## src/rtl/xmpl_cic_interp.sv

```systemverilog
// xmpl_cic_interp: N-stage CIC interpolator by R with differential delay 1.
// Combs run at the input rate, a zero-stuffer raises the rate by R and
// N integrators run at the output rate. All arithmetic is OUT_W-bit
// two's complement with natural wrap-around.
module xmpl_cic_interp #(
  parameter int IN_W  = 12,
  parameter int N     = 3,
  parameter int R     = 8,
  parameter int OUT_W = IN_W + (N - 1) * $clog2(R)
) (
  input  logic                    clk_i,
  input  logic                    reset_n_i,
  input  logic                    xmpl_cic_int_valid_i,
  input  logic signed [IN_W-1:0]  xmpl_cic_int_data_i,
  output logic                    xmpl_cic_int_ready_o,
  output logic                    xmpl_cic_int_valid_o,
  output logic signed [OUT_W-1:0] xmpl_cic_int_data_o,
  input  logic                    xmpl_cic_int_ready_i,
  output logic [$clog2(R)-1:0]    xmpl_cic_int_phase_o
);

  localparam int PH_W = $clog2(R);

  // Sign-extend an input sample to the internal accumulator width.
  function automatic logic signed [OUT_W-1:0] sext_in(input logic signed [IN_W-1:0] x);
    return OUT_W'(x);
  endfunction

  logic [PH_W-1:0]         phase_p1;
  logic                    vld_p1;
  logic                    out_free;
  logic                    adv;
  logic                    accept;
  logic signed [OUT_W-1:0] comb_dly_p0 [N];
  logic signed [OUT_W-1:0] comb_tap_p0 [N];
  logic signed [OUT_W-1:0] comb_out_p0;
  logic signed [OUT_W-1:0] stuff_p0;
  logic signed [OUT_W-1:0] integ_p1 [N];

  // Output slot is free when nothing is pending or downstream takes it now.
  // Phase 0 only advances with a fresh input; other phases insert zeros.
  assign out_free = !vld_p1 || xmpl_cic_int_ready_i;
  assign adv      = out_free && ((phase_p1 != '0) || xmpl_cic_int_valid_i);

  assign xmpl_cic_int_ready_o = reset_n_i && (phase_p1 == '0) && out_free;
  assign accept               = xmpl_cic_int_valid_i && xmpl_cic_int_ready_o;

  // ---- stage p0: comb chain at input rate (combinational) ----
  // Comb chain: each stage subtracts its own previous accepted input.
  always_comb begin
    logic signed [OUT_W-1:0] acc;
    comb_tap_p0 = '{default: '0};
    acc = sext_in(xmpl_cic_int_data_i);
    for (int k = 0; k < N; k++) begin
      comb_tap_p0[k] = acc;
      acc = acc - comb_dly_p0[k];
    end
    comb_out_p0 = acc;
  end

  // Zero-stuffer: comb result enters only on phase 0.
  assign stuff_p0 = (phase_p1 == '0) ? comb_out_p0 : '0;

  // Comb delay registers capture each stage input on an accepted sample.
  always_ff @(posedge clk_i) begin
    if (!reset_n_i) begin
      for (int k = 0; k < N; k++) comb_dly_p0[k] <= '0;
    end else if (accept) begin
      for (int k = 0; k < N; k++) comb_dly_p0[k] <= comb_tap_p0[k];
    end
  end

  // ---- stage p1: integrators at output rate ----
  // Integrator chain: each stage accumulates the previous stage's register.
  always_ff @(posedge clk_i) begin
    if (!reset_n_i) begin
      for (int k = 0; k < N; k++) integ_p1[k] <= '0;
    end else if (adv) begin
      integ_p1[0] <= integ_p1[0] + stuff_p0;
      for (int k = 1; k < N; k++) integ_p1[k] <= integ_p1[k] + integ_p1[k-1];
    end
  end

  // Zero-stuff phase counter, wraps naturally because R is a power of two.
  always_ff @(posedge clk_i) begin
    if (!reset_n_i) begin
      phase_p1 <= '0;
    end else if (adv) begin
      phase_p1 <= phase_p1 + PH_W'(1);
    end
  end

  // Output valid: set by a new sample, dropped once consumed with nothing new.
  always_ff @(posedge clk_i) begin
    if (!reset_n_i) begin
      vld_p1 <= 1'b0;
    end else if (adv) begin
      vld_p1 <= 1'b1;
    end else if (xmpl_cic_int_ready_i) begin
      vld_p1 <= 1'b0;
    end
  end

  assign xmpl_cic_int_valid_o = vld_p1;
  assign xmpl_cic_int_data_o  = integ_p1[N-1];
  assign xmpl_cic_int_phase_o = phase_p1;

endmodule

```

## config.mk

```make
export PLATFORM = sky130hd
export DESIGN_NAME = xmpl_cic_interp
export DESIGN_NICKNAME = d
export VERILOG_FILES = /design/src/rtl/xmpl_cic_interp.sv
export SDC_FILE = /design/constraint.sdc
export NUM_CORES = 1
export LEC_CHECK = 0
export BUFFER_PORTS_ARGS = -buffer_cell sky130_fd_sc_hd__buf_2
export CORE_MARGIN = 4
export CORE_UTILIZATION = 63
export DETAILED_ROUTE_END_ITERATION = 16
export PLACE_DENSITY = 0.87
export SYNTH_ARGS = -nofsm -noshare
export SYNTH_HDL_FRONTEND = slang
export SYNTH_SLANG_ARGS = --single-unit
```

## constraint.sdc

```tcl
create_clock -name clk_i -period 7.8 [get_ports clk_i]
set_input_delay 1.56 -clock clk_i [delete_from_list [all_inputs] [get_ports clk_i]]
set_output_delay 1.56 -clock clk_i [all_outputs]
set_load 0.01 [all_outputs]
```

==> flow_metrics.py <==
metrics = {
    "run_status": {
        "status": "finished clean",
    },
    "yosys": {
        "synth_edf_count": 102,
        "synth_fp_nets": 1027,
        "synth_cell_type_count": 59,
        "avgSynthCellArea_um2": 9.39,
        "yosys_warnings": 0,
        "async_flop_share_pct": 0,
        "synth_area_um2": 8510,
        "yosysSeqAreaShare_pct": 36.9,
        "yosys_most_used_dff": "edfxtp_1",
        "ys_ff_latch": 106,
        "syn_inst": 906,
    },
    "route": {
        "drtAntennaViolNets": 0,
        "vias_per_cell": 5.74,
        "drt-wirelength-per-cell_um": 13.9,
        "vias": 6388,
        "drt_pass1_iterations": 5,
        "post-route-drc-count": 0,
        "wl_um": 15400,
        "drt-initial-drc-count": 305,
    },
    "placement": {
        "io_buffer_count": 38,
        "dpl-instance-area_um2": 8770,
        "dp_hpwl_um": 11600,
        "gp_congestion": 0.924,
    },
    "worst_setup_path": {
        "cp-start-kind": "primary input",
        "worstPathArrival_ns": 7.50,
        "reg2reg_depth": 28,
        "crit_fanout": 6,
        "critPathKind": "in -> reg",
        "crit_required_ns": 8.01,
        "r2r_start": "comb_dly_p0[0][1]$_SDFFCE_PN0P_",
        "cp_slowest_cell": "fa_1",
        "slowest_delay_ns": 0.50,
        "cp-end-kind": "flop",
        "startpoint": "xmpl_cic_int_data_i[0]",
    },
    "final_layout": {
        "fill_cells": 1042,
        "final_common_cell": "edfxtp_1",
        "drive_gt1_share_pct": 8.87,
        "antenna_cells": 0,
        "register_area_um2": 3140,
        "nets": 1052,
        "stdcell_area_um2": 9080,
        "syn_to_final_growth_pct": 6.76,
        "multiInputGateArea_um2": 4860,
        "most-common-layout-cells": "edfxtp_1, ha_1, nor2_1",
    },
    "timing": {
        "finalCriticalPeriod_ns": 7.29,
        "setup_tns_ns": 0,
        "finalHoldViolations": 0,
        "finalMaxSlewViolations": 0,
        "max_freq_ghz": 0.137,
        "setup_violations": 0,
        "fin_worst_skew_ns": 0.00608,
        "worst_pin_slew_ns": 1.12,
        "rsz0062_at_grt": "no",
        "period_share_pct": 93.4,
        "slew_headroom_pct": 24.8,
    },
    "cts": {
        "clk_path_buf_depth": 2,
        "clock_sinks": 106,
        "cts_tree": "built",
        "cts_buffers": 9,
        "clk_pin_slew_ns": 0.07,
        "htreeDepth": 3,
        "clock_latency_ns": 0.36,
        "root_buffer": "clkbuf_16",
        "cts_hold_buf": 0,
    },
    "min_path": {
        "hold_class": "reg -> reg",
        "whs_path_depth": 2,
        "min_from": "xmpl_cic_int_phase_o[2]$_SDFFE_PN0P_",
    },
    "global_route": {
        "antenna_found_initial": 0,
        "grt_max_degree": 55,
        "grt_pass1_vias": 6254,
        "grt_pass1_wl_um": 27100,
        "grt_overflow": 0,
        "grtUsageTotal_pct": 20.8,
    },
    "die": {
        "initial_core_util_pct": 64.3,
        "num_io_pins": 39,
        "die_x_um": 124,
        "core_region_area_um2": 13200,
        "fp-row-count": 42,
        "die_h_um": 124,
        "dieArea_um2": 15400,
    },
    "run": {
        "drv_cap": 0,
    },
}
synthesized netlist by cell type, types with 9 or more instances:
| cell type | count | area share, % |
|---|---|---|
| edfxtp_1 | 102 | 36 |
| ha_1 | 99 | 15 |
| nor2_1 | 87 | 3.8 |
| inv_1 | 85 | 3.7 |
| a21oi_1 | 53 | 3.1 |
| nand2_1 | 46 | 2.0 |
| and2_1 | 33 | 2.4 |
| nor3_1 | 33 | 1.9 |
| o21ai_0 | 33 | 1.9 |
| xnor2_1 | 33 | 3.4 |
| a21o_1 | 26 | 2.3 |
| xor2_1 | 26 | 2.7 |
| and3_1 | 21 | 1.5 |
| o21a_1 | 20 | 1.8 |
| buf_4 | 18 | 1.6 |
| nand2b_1 | 16 | 1.2 |
| nor2b_1 | 16 | 1.2 |
| clkbuf_1 | 15 | 0.66 |
| a211oi_1 | 12 | 1.1 |
| nand3_1 | 10 | 0.59 |
| or2_2 | 10 | 0.74 |
| o21bai_1 | 9 | 0.79 |
what timing repair did:
action | in CTS | in global routing
endpoints found under the hold margin | 0 | 0
resized for setup | 0 | 2
endpoints found under the setup margin | 0 | 1
setup buffers | 0 | 4
logic make-up (layout without fill, tap and decap cells):
group / Yosys count / in the layout / synth area share (%)
simple gates: 296 / 296 / 17.4
compound gates: 214 / 214 / 16.7
buf+inv: 120 / 150 / 6.10
flops: 106 / 106 / 36.9
fa+ha+maj: 105 / 105 / 16.0
xor+xnor: 59 / 59 / 6.07
mux: 6 / 6 / 0.765
worst max-delay path, delay by kind of cell:
kind | cells | cell delay, ns
XOR/XNOR | 2 | 0.28
buffers and inverters | 4 | 0.35
adder cells (fa/ha/maj) | 5 | 1.83
AND/OR/NAND/NOR | 5 | 0.71
multiplexers | 1 | 0.12
AO/OA/AOI/OAI | 14 | 2.66
registers in the layout (all words and copies together) (netlist names):
register,flops
xmpl_cic_int_phase_o,3
integ_p1,54
comb_dly_p0,48
xmpl_cic_int_valid_o,1
per-layer routing:
layer / up-vias / GRT usage (%) / routed length [µm]
met5: - / 0 / 0
met4: 0 / 9.74 / 511
met3: 28 / 3.18 / 589
met2: 126 / 35.8 / 7450
met1: 2943 / 25.7 / 6890
li1: 3291 / - / -
metrics by stage:
stage / cells / hold WS [ns] / util [%] / setup WS (ns)
after floorplan: 906 / 0.615 / - / 0.764
after global placement: 1092 / 0.589 / 66.3 / 0.309
after detailed placement: 1092 / 0.613 / 66.3 / 0.131
after CTS: 1108 / 0.636 / 68.3 / 0.477
after global routing: 1112 / 0.690 / 68.6 / 0.00425
final: 1112 / 0.636 / 68.6 / 0.512
final timing paths:
path,to,slack (ns)
setup reg to reg,integ_p1[0][17]$_SDFFCE_PN0P_,1.40
hold reg to reg,xmpl_cic_int_phase_o[2]$_SDFFE_PN0P_,0.64
hold / removal,xmpl_cic_int_phase_o[2]$_SDFFE_PN0P_,0.64
setup / recovery,integ_p1[0][17]$_SDFFCE_PN0P_,0.51
layout make-up:
type | instances | area share (%)
sequential | 106 | 34.6
clock buffer | 10 | 2.52
inverter | 86 | 3.57
tap | 176 | 2.42
timing repair buffer | 48 | 2.92
multi-input combinational | 680 | 53.5
clock inverter | 6 | 0.468
Power is left out: the tool's default activity adds up to more than one toggle a clock period on the data nets, which glitch-free logic cannot reach.
